<file path="config.mk">
export PLATFORM = sky130hd
export DESIGN_NAME = mar_ram_unit
export DESIGN_NICKNAME = d
export VERILOG_FILES = /design/src/rtl/mar_ram_unit.sv
export SDC_FILE = /design/constraint.sdc
export NUM_CORES = 1
export LEC_CHECK = 0
export BUFFER_PORTS_ARGS = -buffer_cell sky130_fd_sc_hd__buf_2
export CAP_MARGIN = 20
export CORE_ASPECT_RATIO = 0.6
export CORE_MARGIN = 8
export CORE_UTILIZATION = 62
export CTS_BUF_LIST = sky130_fd_sc_hd__clkbuf_16
export DETAILED_ROUTE_END_ITERATION = 10
export HOLD_SLACK_MARGIN = 0.15
export PLACE_DENSITY = 0.8
export SKIP_LAST_GASP = 1
export SYNTH_ARGS = -nofsm -noshare
export SYNTH_HDL_FRONTEND = slang
export SYNTH_SLANG_ARGS = --single-unit
</file>
<file path="constraint.sdc">
create_clock -name clk -period 2.5 [get_ports clk]
set_input_delay 0 -clock clk [delete_from_list [all_inputs] [get_ports clk]]
set_output_delay 0 -clock clk [all_outputs]
set_load 0.01 [all_outputs]
</file>
<file path="src/rtl/mar_ram_unit.sv">
// mar_ram_unit: memory stage of the 8-bit bus CPU.
// Holds the MAR, the MDR and a small RAM that reads combinationally onto the
// shared bus. A byte-stream loader can fill the RAM sequentially while
// prog_mode is high; the active-low CPU strobes are ignored during that time.
module mar_ram_unit #(
  parameter int DEPTH = 16,
  parameter int WIDTH = 8,
  localparam int AW = $clog2(DEPTH)
) (
  input  logic             clk,
  input  logic             rst_n,
  input  logic [WIDTH-1:0] bus_in,
  input  logic             addr_load_n,
  input  logic             mem_load_n,
  input  logic             ram_en_n,
  input  logic             ram_load_n,
  input  logic             prog_mode,
  input  logic             prog_valid,
  input  logic [WIDTH-1:0] prog_data,
  output logic             prog_ready,
  output logic             prog_done,
  output logic [WIDTH-1:0] bus_out,
  output logic             bus_oe,
  output logic [AW-1:0]    mar_addr,
  output logic             err
);

  typedef enum logic {
    S_IDLE  = 1'b0,
    S_WRITE = 1'b1
  } state_t;

  localparam logic [AW-1:0] LAST_ADDR = AW'(DEPTH - 1);

  state_t           state, state_nxt;
  logic [AW-1:0]    mar;
  logic [WIDTH-1:0] mdr;
  logic [WIDTH-1:0] mem [DEPTH];
  logic [AW-1:0]    ptr;
  logic [WIDTH-1:0] byte_p1;
  logic             prog_mode_p1;
  logic             mode_rise;
  logic             illegal_strobe;
  logic             run_write;
  logic             ldr_write;
  logic             accept;

  // prog_mode is compared against its previous sample to find the 0->1 edge
  assign mode_rise      = prog_mode && !prog_mode_p1;
  // Driving the bus while writing it back is a bus conflict; the write is dropped
  assign illegal_strobe = !prog_mode && !ram_en_n && !ram_load_n;
  assign run_write      = !prog_mode && !ram_load_n && ram_en_n;
  // A latched loader byte is committed even if prog_mode has already fallen
  assign ldr_write      = (state == S_WRITE);

  assign bus_out  = mem[mar];
  // Gated by rst_n so the bus is released the moment reset is asserted
  assign bus_oe   = rst_n && !ram_en_n && !prog_mode;
  assign mar_addr = mar;

  // Loader next-state and handshake decode
  always_comb begin
    state_nxt  = state;
    prog_ready = 1'b0;
    accept     = 1'b0;
    case (state)
      S_IDLE: begin
        prog_ready = rst_n && prog_mode && !prog_done;
        if (prog_valid && prog_ready) begin
          accept    = 1'b1;
          state_nxt = S_WRITE;
        end
      end
      S_WRITE: begin
        state_nxt = S_IDLE;
      end
      default: begin
        state_nxt = S_IDLE;
      end
    endcase
  end

  // Loader state register
  always_ff @(posedge clk or negedge rst_n) begin
    if (!rst_n) begin
      state <= S_IDLE;
    end else begin
      state <= state_nxt;
    end
  end

  // Loader pointer, completion flag, mode edge detector and sticky error
  always_ff @(posedge clk or negedge rst_n) begin
    if (!rst_n) begin
      prog_mode_p1 <= 1'b0;
      ptr          <= '0;
      prog_done    <= 1'b0;
      byte_p1      <= '0;
      err          <= 1'b0;
    end else begin
      prog_mode_p1 <= prog_mode;
      if (accept) begin
        byte_p1 <= prog_data;
      end
      if (mode_rise) begin
        ptr       <= '0;
        prog_done <= 1'b0;
      end else if (ldr_write) begin
        ptr <= (ptr == LAST_ADDR) ? '0 : ptr + AW'(1);
        if (ptr == LAST_ADDR) begin
          prog_done <= 1'b1;
        end
      end
      if (illegal_strobe) begin
        err <= 1'b1;
      end
    end
  end

  // MAR and MDR capture from the bus in run mode
  always_ff @(posedge clk or negedge rst_n) begin
    if (!rst_n) begin
      mar <= '0;
      mdr <= '0;
    end else if (!prog_mode) begin
      if (!addr_load_n) begin
        mar <= bus_in[AW-1:0];
      end
      if (!mem_load_n) begin
        mdr <= bus_in;
      end
    end
  end

  // RAM array: CPU write from pre-edge MAR/MDR, loader write from its pointer
  always_ff @(posedge clk or negedge rst_n) begin
    if (!rst_n) begin
      for (int i = 0; i < DEPTH; i++) begin
        mem[i] <= '0;
      end
    end else begin
      if (run_write) begin
        mem[mar] <= mdr;
      end
      if (ldr_write) begin
        mem[ptr] <= byte_p1;
      end
    end
  end

endmodule

</file>
# Word-level counts from Yosys, hierarchy flattened
# Index checks and enable logic that the tools add are counted.
classes:
  bitwise_logic: 6
  mux: 21
  n_reduce_logical: 22
  magnitude_cmp: 4
  eq_ne: 1
  addsub: 1
ops:
  columns: ["cell", "n"]
  rows:
  - ["$bwmux W128", 2]
  - ["$mux W128", 2]
  - ["$demux W8 S4", 2]
  - ["$bmux W8 S4", 1]
  - ["$mux W8", 4]
  - ["$logic_and A1 B1 Y1", 12]
  - ["$mux W4", 3]
  - ["$ge A5 B5 Y1 const B", 2]
  - ["$lt A5 B1 Y1 const B", 2]
  - ["$not A4 Y5", 2]
  - ["$mux W1", 6]
  - ["$reduce_and A2 Y1", 3]
  - ["$logic_not A1 Y1", 5]
  - ["$add A4 B1 Y4 const B", 1]
  - ["$eq A4 B4 Y1 const B", 1]
  - ["$not A1 Y1", 4]
  - ["$reduce_bool A2 Y1", 2]
  - ["$pmux W1 S2", 1]
totals:
  wordCells: 79
  inputBits: 24
  ff_bits: 156
  output_inout_bits: 16

# Logic depth before layout (Yosys ltp)
# Gate-level depths: netlist of the first run.
depth:
  depth_word: 9
  mapped_depth: 7
  ltp_nobuf: 5

# Least setup slack after synthesis of the first run
# No wires, ideal clock.
synth_timing:
  path_type: "register to register"
  from: "reg mar[0], in the netlist mar_addr[0]"
  to: "reg mem[12] (netlist bit)"
  arrival_time_ns: 1.787
  slack_ns: 0.631
  required_time_ns: 2.418
  setup_time_ns: 0.082
  period_less_slack_ns: 1.869
  path_stages_with_launch: 7
  n_path_buf: 3
  cell_sequence: "dfrtp_1 buf_2 or4b_4 buf_6 buf_6 or3_1 a31oi_1"
synth_between:
  elab_chain_len: 9
  word_cells_on_any_way: 10
synth_lines:
  columns: ["element", "line", "rtl"]
  rows:
  - ["start, declared", "36", "logic [AW-1:0] mar;"]
  - ["start signal, assigned", "127", "mar <= bus_in[AW-1:0];"]
  - ["$not A4 Y5 (implied by the code) (*)", "143", "mem[mar] <= mdr;"]
  - ["$ge A5 B5 Y1 (implied by the code) or $lt A5 B1 Y1 (tied branches)", "143", null]
  - ["$logic_and A1 B1 Y1 (implied by the code)", "143", null]
  - ["$mux W8 (implied by the code)", "143", null]
  - ["$demux W8 S4 (*)", "143", null]
  - ["$bwmux W128 (*)", "143", null]
  - ["$mux W128 (*)", "142", "if (run_write) begin"]
  - ["$bwmux W128", "146", "mem[ptr] <= byte_p1;"]
  - ["$mux W128 (*)", "145", "if (ldr_write) begin"]
  - ["end signal, assigned by index", "143", null]
  - ["end signal, assigned by index", "146", null]
  - ["end, declared", "38", "logic [WIDTH-1:0] mem [DEPTH];"]
# Every way passes the cells marked *; elsewhere a longest branch is shown, timed or not.
# A chain may end at the register's enable or synchronous reset.

# Final worst setup path of the first run
layout_timing:
  from: "reg mar[2], in the netlist mar_addr[2]"
  to: "out bus_out[6]"
layout_between:
  elab_chain_len: 4
layout_lines:
  columns: ["element", "line", "rtl"]
  rows:
  - ["$not A4 Y5 (implied by the code)", "56", "assign bus_out = mem[mar];"]
  - ["$bmux W8 S4", "56", null]
  - ["$mux W8 (implied by the code) (2 in series)", "56", null]
  - ["end, declared", "22", "output logic [WIDTH-1:0] bus_out,"]
# Every way passes these cells. The select of a mux whose other input is x is not followed.

==> flow_metrics.tcl, run 1 <==
set metrics [dict create \
    slew_headroom 0.368 \
    num_antenna_cells 0 \
    nets 998 \
    worst_pin_slew_ps 949 \
    design.portCount 40 \
    p_clk_frac 0.273 \
    synth_largest_area_cell "dfrtp_1" \
    p_switching_uw 3430 \
    ir_worst_vdd_uv 471 \
    period_minus_slack_ps 2430 \
    dp_hpwl_mm 17.1 \
    fp.dieH_um 108 \
    synth_cell_types 38 \
    htree_levels 4 \
    area_growth_pct 14.5 \
    firstDrtPassIters 6 \
    yosys.area.top_type_share 0.443 \
    gp_congestion 0.887 \
    crit_path_frequent_cell "buf_4" \
    worstHoldPathCells 5 \
    portBuffers 39 \
    status "completed" \
    antenna_found_initial 0 \
    synth_compound_area_frac 0.183 \
    cts_sinks 156 \
    dpl_cell_area_um2 9170 \
    synth_fa_ha_area_frac 0.00568 \
    cts_buffer_depth 2 \
    drt_drc_violations_left 0 \
    clock_skew_ps 11.1 \
    design_area_um2 10100 \
    hold_viol 0 \
    p_seq_frac 0.445 \
    path_buf_inv 3 \
    p_int_uw 6320 \
    grt_pass1_vias 7853 \
    dieArea_um2 18400 \
    avgRoutedWirePerCell_um 24.6 \
    max-cap-violations 0 \
    grt_pass1_wl_mm 45.5 \
    synthMuxAreaShare 0.106 \
    drt-total-wl_mm 28.9 \
    cpPeakStageDelay_ps 650 \
    synth_top_family_by_area "simple AND/OR/NAND/NOR gates" \
    crit_slowest_cell "dfrtp_1" \
    final.period_utilization 0.972 \
    drt_iter0_drc 1559 \
    cts_tree "yes" \
    syn_area_um2 8810 \
    synth-edff-count 0 \
    clk-insertion-delay-late_ps 430 \
    vias 8394 \
    start_kind "flop" \
    drive_gt1_frac 0.173 \
    seq_area_frac_synth 0.443 \
    setup_viol 0 \
    gr-usage-all-layers 0.320 \
    powerDensity_nw_per_um2 966 \
    drv_slew 0 \
    crit_family "buffers and inverters" \
    grt_max_degree 122 \
    required_ps 2500 \
    start_util 0.641 \
    num_rows 33 \
    synthSimpleGateAreaFrac 0.201 \
    leakage_uw 0.00376 \
    rsz0062_at_grt "no" \
    hold_path.class "input port to flop" \
    grt_overflow_total 0 \
    synth_xor_area_frac 0.000994 \
    tns_ps 0 \
    worstPathArrival_ps 2430 \
    reg2reg_depth 4 \
    ys_seq_elements 156 \
    cp.depth 6 \
    crit_fanout 19 \
    ys.warnings.count 0 \
    clock-root-buffer "clkbuf_16" \
    power_frac_comb 0.282 \
    cts_buffers 17 \
    yosys-top-cells-area "dfrtp_1 (44%), a31oi_1 (8.9%), mux4_2 (8.2%), o21ai_0 (7.4%), nor2_1 (5.7%)" \
    clock.fmax_mhz 412 \
    coreArea_um2 13700 \
    ant_nets 0 \
    syn-num-nets 993 \
    critical_path_class "flop to primary output" \
    p_sw_frac 0.351 \
    clkTransAtPathRegs_ps 60 \
    chipWidth_um 170 \
    yosys_most_used_dff "dfrtp_1" \
    vias_per_cell 7.14 \
    endpoint_kind "primary output" \
    path_cells "buf_4, nor2b_1, buf_4, a22oi_1, nand2_1, buf_2" \
    async_flop_share 1.00 \
    synthCells 965 \
    syn_area_per_cell_um2 9.13 \
]
[final cells by class]
cell class | instances | area (um^2)
fill | 958 | 3660
tap | 192 | 240
inverter | 6 | 22.5
multi-input combinational | 677 | 4420
timing repair buffer | 112 | 915
clock inverter | 15 | 160
clock buffer | 17 | 425
sequential | 156 | 3910
[repair_timing]
action | in CTS | in global routing
setup endpoints to repair | 0 | 2
setup buffers | 0 | 0
resized for setup | 0 | 1
hold buffers | 32 | 0
endpoints found under the hold margin | 183 | 0
[power by group through the flow]
stage | sequential, uW | combinational [uW] | clock (uW)
finish | 4340 | 2750 | 2660
detailed placement | 4280 | 2600 | 0
global placement | 4270 | 2490 | 0
global route | 4420 | 2950 | 2770
floorplan | 3800 | 2060 | 0
CTS | 4270 | 2660 | 2640
[metal layers]
| layer | wire length (um) | global-route usage | part of all wire |
|---|---|---|---|
| met4 | 904 | 0.128 | 0.031 |
| met2 | 12300 | 0.453 | 0.43 |
| met5 | 0 | 0 | 0 |
| met1 | 11400 | 0.450 | 0.39 |
| met3 | 4300 | 0.104 | 0.15 |
[worst register-to-register path, cell delays in order, from the launching register on]
cell	delay, ps
dfrtp_1	810
nand3b_1	640
buf_4	350
o21ai_0	180
a31oi_1	140
[logic make-up (layout without fill, tap and decap cells)]
kind of cell / after synthesis / after routing
AOI/OAI and AO/OA: 281 / 281
xor gates and xnor gates: 1 / 1
adders and majority gates: 4 / 4
buffers and inverters: 132 / 150
DFF: 156 / 156
muxes: 51 / 51
and+or+nand+nor: 340 / 340
[per-stage QoR]
step	power (uW)	std cells	worst slack, ps	hold WS, ps	utilization
after floorplan	5860	965	631	-296	-
after global placement	6770	1111	462	-75.1	0.667
after detailed placement	6880	1111	406	-74.7	0.667
after CTS	9580	1175	141	217	0.734
after global routing	10100	1175	41.7	256	0.734
final	9750	1175	70.3	238	0.734
[cells in the mapped netlist, types with 6 or more instances]
library cell  count
buf_2             9
clkbuf_1        104
mux2_2           18
nor4b_1           7
nor2b_1          11
dfrtp_1         156
nor4bb_1          8
nand3_1          27
o21ai_0         130
inv_1             6
mux4_2           32
or3_1            15
a21oi_1           6
and4b_1           6
buf_1            10
nand2_1          49
nand4_1          54
a22oi_1          16
nor2_1          134
a31oi_1         126
nand4b_1         10
[state kept, by name, summed over array words and instances, names as in the netlist]
name,cells
prog_done,1
prog_mode_p1,1
ptr,4
mdr,8
mem,128
byte_p1,8
err,1
mar_addr,4
ldr_write,1
[path summary, 6_finish.rpt]
kind / startpoint / end / slack, ps
worst max-delay path: mar_addr[2]$_DFFE_PN0P_ / bus_out[6] / 70
worst min-delay path: ram_load_n / mem[103]$_DFF_PN0_ / 240
worst max register to register: mar_addr[2]$_DFFE_PN0P_ / mem[23]$_DFF_PN0_ / 240
worst min register to register: err$_DFFE_PN0P_ / err$_DFFE_PN0P_ / 480
max in group asynchronous: rst_n / mem[113]$_DFF_PN0_ / 1160
min in group asynchronous: rst_n / err$_DFFE_PN0P_ / 670
[placed cells by master, fill, tap and decap left out, types with 4 or more instances in the layout]
master	n
dfrtp_1	153
nor2_1	133
o21ai_0	130
a31oi_1	126
nand4_1	54
nand2_1	49
buf_2	38
buf_4	35
mux4_2	32
dlygate4sd3_1	31
nand3_1	27
mux2_2	18
clkbuf_16	17
a22oi_1	16
or3_1	15
nor2b_1	11
nand4b_1	10
inv_1	9
nor4bb_1	7
buf_12	7
and4b_1	6
a21oi_1	6
nor4b_1	6
nand4bb_1	4
ha_1	4
Power figures use the tool's default switching activity.
==> run 2: changes to the inputs <==
CELL_PAD_IN_SITES_DETAIL_PLACEMENT = 1   (was not set)
CELL_PAD_IN_SITES_GLOBAL_PLACEMENT = 2   (was not set)
CORE_UTILIZATION = 39   (was 62)
PLACE_DENSITY = not set   (was 0.8)
PLACE_DENSITY_LB_ADDON = 0.1   (was not set)
RECOVER_POWER = 50   (was not set)
==> run 2 against run 1 <==
The flow now finishes with violations (max-capacitance violations, max-slew violations). Clock skew down 0.66 ps. Global-route usage is 5.8 points lower. Critical path depth fell by 1. Worst hold slack got worse by 28 ps. Flip-flop and latch count stayed put. Final cell count up 12%. Clock-buffer cell count unchanged. Die area increased by 51%. Highest routed layer unchanged.
==> flow_metrics.tcl, run 2 (synthesized netlist as in run 1, its figures left out) <==
set metrics [dict create \
    status "complete, but fails checks" \
    violations "max-capacitance violations, max-slew violations" \
    register_area_um2 3910 \
    crit_family "flip-flops" \
    drt_drc_violations_left 0 \
    worstHoldPathCells 5 \
    design.portCount 40 \
    final_cell_count_no_fill 1315 \
    crit_fanout 9 \
    cpPeakStageDelay_ps 570 \
    dieArea_um2 27800 \
    r2r_start "mar_addr[0]$_DFFE_PN0P_" \
    chipWidth_um 210 \
    cts_buffers 17 \
    critical_path_class "flop to primary output" \
    reg2reg_slack_ps 290 \
    hold_path_end "mem[96]$_DFF_PN0_" \
    vias_per_cell 6.52 \
    clk-insertion-delay-late_ps 460 \
    final.period_utilization 0.979 \
    cts_tree "yes" \
    grt_max_degree 69 \
    path_cells "buf_4, mux4_2, a22oi_1, nand2_1, buf_2" \
    drt_iter0_drc 775 \
    grt_pass1_wl_mm 55.8 \
    firstDrtPassIters 6 \
    layout_common_cells "dfrtp_1 (153), nor2_1 (133), o21ai_0 (130)" \
    powerDensity_nw_per_um2 957 \
    ant_nets 0 \
    largest_register_ffs 128 \
    place_ws_ps 400 \
    area_growth_pct 18.7 \
    start_kind "flop" \
    period_minus_slack_ps 2450 \
    drt-total-wl_mm 36.3 \
    fillers 2426 \
    drive_gt1_frac 0.193 \
    reg2reg_depth 4 \
    num_rows 42 \
    htree_levels 4 \
    hold_path.class "input port to flop" \
    start_util 0.398 \
    max-cap-violations 1 \
    portBuffers 39 \
    vias 8576 \
    worstPathArrival_ps 2450 \
    cts_sinks 156 \
    grt_pass1_vias 8952 \
    path_buf_inv 2 \
    clkTransAtPathRegs_ps 70 \
    grt_overflow_total 0 \
    fin_ws_ps 53.5 \
    required_ps 2500 \
    endpoint_kind "primary output" \
    multi_input_area_um2 4430 \
    setup_viol 0 \
    crit_slowest_cell "dfrtp_4" \
    post-route-util 0.473 \
    num_antenna_cells 0 \
    clock_skew_ps 10.4 \
    antenna_found_initial 0 \
    gr-usage-all-layers 0.262 \
    leakage_uw 0.00386 \
    slew_headroom -0.179 \
    ir_worst_vdd_uv 552 \
    place_inst 1249 \
    rsz0062_at_grt "yes" \
    gp_congestion 0.865 \
    avgRoutedWirePerCell_um 27.6 \
    hold_viol 0 \
    worst_pin_slew_ps 1770 \
    drv_slew 69 \
    post_cts_buffers 0 \
    dp_hpwl_mm 23.0 \
    largest_register "mem" \
    fp.dieH_um 132 \
    cts_buffer_depth 2 \
    coreArea_um2 22100 \
    reg2reg_to "mem[121]$_DFF_PN0_" \
    layout_commonest_cell "dfrtp_1" \
    clock.fmax_mhz 409 \
    clock-root-buffer "clkbuf_16" \
    nets 1022 \
    hp-start "ram_load_n" \
    reg.largest.list "mem (128), byte_p1 (8), mdr (8)" \
    whs_ps 211 \
]
[run 2: how the worst max path moves through the flow]
stage                                        from                 end  cells after the start
after floorplan           mar_addr[0]$_DFFE_PN0P_   mem[12]$_DFF_PN0_                      6
after global placement    mar_addr[0]$_DFFE_PN0P_  mem[109]$_DFF_PN0_                      4
after detailed placement  mar_addr[0]$_DFFE_PN0P_  mem[121]$_DFF_PN0_                      4
after CTS                 mar_addr[1]$_DFFE_PN0P_          bus_out[7]                      5
after global routing      mar_addr[0]$_DFFE_PN0P_          bus_out[6]                      5
final                     mar_addr[0]$_DFFE_PN0P_          bus_out[6]                      5
[run 2: worst register-to-register path, cell delays in order (launching register included)]
cell and delay (ps):
dfrtp_4 590, or4b_4 770, buf_4 360, o21ai_0 230, a31oi_1 120
[run 2: routing by layer]
layer  vias up  track usage  routed length, um
met5         -            0                  0
met4         0       0.0850                714
met3        60       0.0651               3180
met2       398        0.382              16000
met1      4481        0.374              16500
li1       3637            -                  -
[run 2: area by class of cell]
cell class | instances | share of cell area
inverters | 6 | 0.00215
flip-flops and latches | 156 | 0.374
clock buffers | 17 | 0.0407
multi-input cells | 677 | 0.423
clock inverters | 15 | 0.0165
well taps | 308 | 0.0368
repair buffers | 136 | 0.107
[run 2: metrics by stage]
| stage | area [um^2] | TNS [ps] | total power, uW |
|---|---|---|---|
| final | 10500 | 0 | 10000 |
| after global routing | 10500 | -17.1 | 10500 |
| after CTS | 10400 | 0 | 9980 |
| after detailed placement | 9510 | 0 | 7140 |
| after global placement | 9510 | 0 | 6950 |
| after floorplan | 8810 | 0 | 5860 |
[run 2: repair_timing]
action                                 4_1_cts  5_1_grt
endpoints found under the hold margin      137        0
gates cloned                                 0        1
hold buffers                                33        0
setup endpoints to repair                    1        6
gates resized for setup                      1        3
[run 2: where the power goes]
group | switching (uW) | internal [uW]
combinational | 1540 | 1380
clock | 1180 | 1560
sequential | 869 | 3470
==> run 3: changes to the inputs <==
CTS_BUF_LIST = not set   (was sky130_fd_sc_hd__clkbuf_16)
==> run 3 against run 2 <==
Clock-buffer cell count is 1 higher. First-iteration DRC count increased by 6.7%. Worst setup slack improved by 12 ps. Combinational power barely moved. Via count fell by 0.29%. Critical endpoint unchanged. Core utilization barely moved. Sequential power barely moved. The flow still finishes with violations (max-capacitance violations, max-slew violations). Register-to-register slack hardly changed. Wire length fell by 0.46%. Sequential share of layout area is essentially flat. Flip-flop and latch count is the same. Worst hold slack got worse by 2.8 ps.
==> flow_metrics.tcl, run 3 (synthesized netlist as in run 1, its figures left out) <==
set metrics [dict create \
    status "complete, but fails checks" \
    violations "max-capacitance violations, max-slew violations" \
    fp.dieH_um 132 \
    final_cell_count_no_fill 1315 \
    gr-usage-all-layers 0.262 \
    cts_buffers 17 \
    powerDensity_nw_per_um2 958 \
    nets 1022 \
    cts_sinks 156 \
    num_antenna_cells 0 \
    drv_slew 69 \
    drt_drc_violations_left 0 \
    reg.largest.list "mem (128), byte_p1 (8), mdr (8)" \
    multi_input_area_um2 4430 \
    vias_per_cell 6.50 \
    grt_max_degree 69 \
    num_rows 42 \
    ir_worst_vdd_uv 548 \
    max-cap-violations 1 \
    place_inst 1249 \
    leakage_uw 0.00386 \
    chipWidth_um 210 \
    avgRoutedWirePerCell_um 27.5 \
    clock.fmax_mhz 411 \
    register_area_um2 3910 \
    setup_viol 0 \
    worst_pin_slew_ps 1770 \
    dp_hpwl_mm 23.0 \
    fillers 2427 \
    drt_iter0_drc 827 \
    place_ws_ps 400 \
    htree_levels 4 \
    cts_buffer_depth 2 \
    hold_path.class "input port to flop" \
    layout_common_cells "dfrtp_1 (153), nor2_1 (133), o21ai_0 (130)" \
    start_kind "flop" \
    worstPathArrival_ps 2430 \
    gp_congestion 0.865 \
    drive_gt1_frac 0.194 \
    hold_viol 0 \
    portBuffers 39 \
    fin_ws_ps 65.5 \
    design.portCount 40 \
    firstDrtPassIters 5 \
    grt_overflow_total 0 \
    largest_register "mem" \
    post_cts_buffers 0 \
    tns_ps 0 \
    crit_fanout 9 \
    p_clk_frac 0.277 \
    critical_path_class "flop to primary output" \
    p_int_uw 6450 \
    p_sw_frac 0.357 \
    vias 8551 \
    power_frac_comb 0.291 \
    grt_pass1_vias 8949 \
    clock-root-buffer "clkbuf_16" \
    area_growth_pct 18.8 \
    ant_nets 0 \
    largest_register_ffs 128 \
    clkTransAtPathRegs_ps 60 \
    slew_headroom -0.179 \
    start_util 0.398 \
    antenna_found_initial 0 \
    p_seq_frac 0.432 \
    rsz0062_at_grt "yes" \
    clk-insertion-delay-late_ps 460 \
    p_switching_uw 3580 \
    layout_commonest_cell "dfrtp_1" \
    required_ps 2500 \
    final.period_utilization 0.974 \
    period_minus_slack_ps 2430 \
    grt_pass1_wl_mm 55.8 \
    endpoint_kind "primary output" \
    cts_tree "yes" \
    clock_skew_ps 10.1 \
    coreArea_um2 22100 \
    drt-total-wl_mm 36.2 \
    dieArea_um2 27800 \
]
[run 3: critical path, stage by stage, from the launching register on]
cell	delay, ps
dfrtp_4	570
buf_4	280
mux4_2	560
a22oi_1	230
nand2_1	160
buf_2	180
[run 3: final timing paths]
| path | cells after the start | slack [ps] | from | endpoint |
|---|---|---|---|---|
| worst max register to register | 4 | 300 | mar_addr[0]$_DFFE_PN0P_ | mem[121]$_DFF_PN0_ |
| max in group asynchronous | 3 | 490 | rst_n | mem[10]$_DFF_PN0_ |
| min in group asynchronous | 3 | 660 | rst_n | byte_p1[6]$_DFFE_PN0P_ |
| worst max-delay path | 5 | 70 | mar_addr[0]$_DFFE_PN0P_ | bus_out[6] |
| worst min-delay path | 5 | 210 | ram_load_n | mem[96]$_DFF_PN0_ |
| worst min register to register | 1 | 480 | err$_DFFE_PN0P_ | err$_DFFE_PN0P_ |
[run 3: stage by stage]
step	utilization	instance area, um^2	power, uW	hold WS (ps)
detailed placement	0.430	9510	7140	-176
finish	0.473	10500	10000	208
global route	0.473	10500	10500	221
CTS	0.472	10500	10000	189
floorplan	-	8810	5860	-296
global placement	0.430	9510	6950	-175
[run 3: what timing repair did]
action / CTS / global route
hold endpoints to repair: 137 / 0
gates cloned: 0 / 1
pin swaps: 0 / 0
hold buffers: 33 / 0
resized for setup: 1 / 3
endpoints found under the setup margin: 1 / 6
[run 3: final cells by class]
| type | instances | area share |
|---|---|---|
| multi-input combinational | 677 | 0.423 |
| sequential | 156 | 0.374 |
| timing repair buffer | 136 | 0.106 |
| clock buffer | 18 | 0.0419 |
| tap | 308 | 0.0368 |
| clock inverter | 14 | 0.0161 |
| inverter | 6 | 0.00215 |
[run 3: routing by layer]
layer  GRT usage  up-vias  routed length (um)  part of all wire
met1       0.375     4486               16500              0.46
met4      0.0850        0                 681             0.019
met3      0.0651       56                3100             0.086
li1            -     3632                   -                 -
met5           0        -                   0                 0
met2       0.381      377               15900              0.44
[run 3: power groups by stage]
stage,combinational [uW],sequential [uW],clock [uW]
finish,2920,4340,2780
global route,3170,4450,2900
CTS,2890,4300,2810
detailed placement,2830,4310,0
global placement,2680,4270,0
floorplan,2060,3800,0
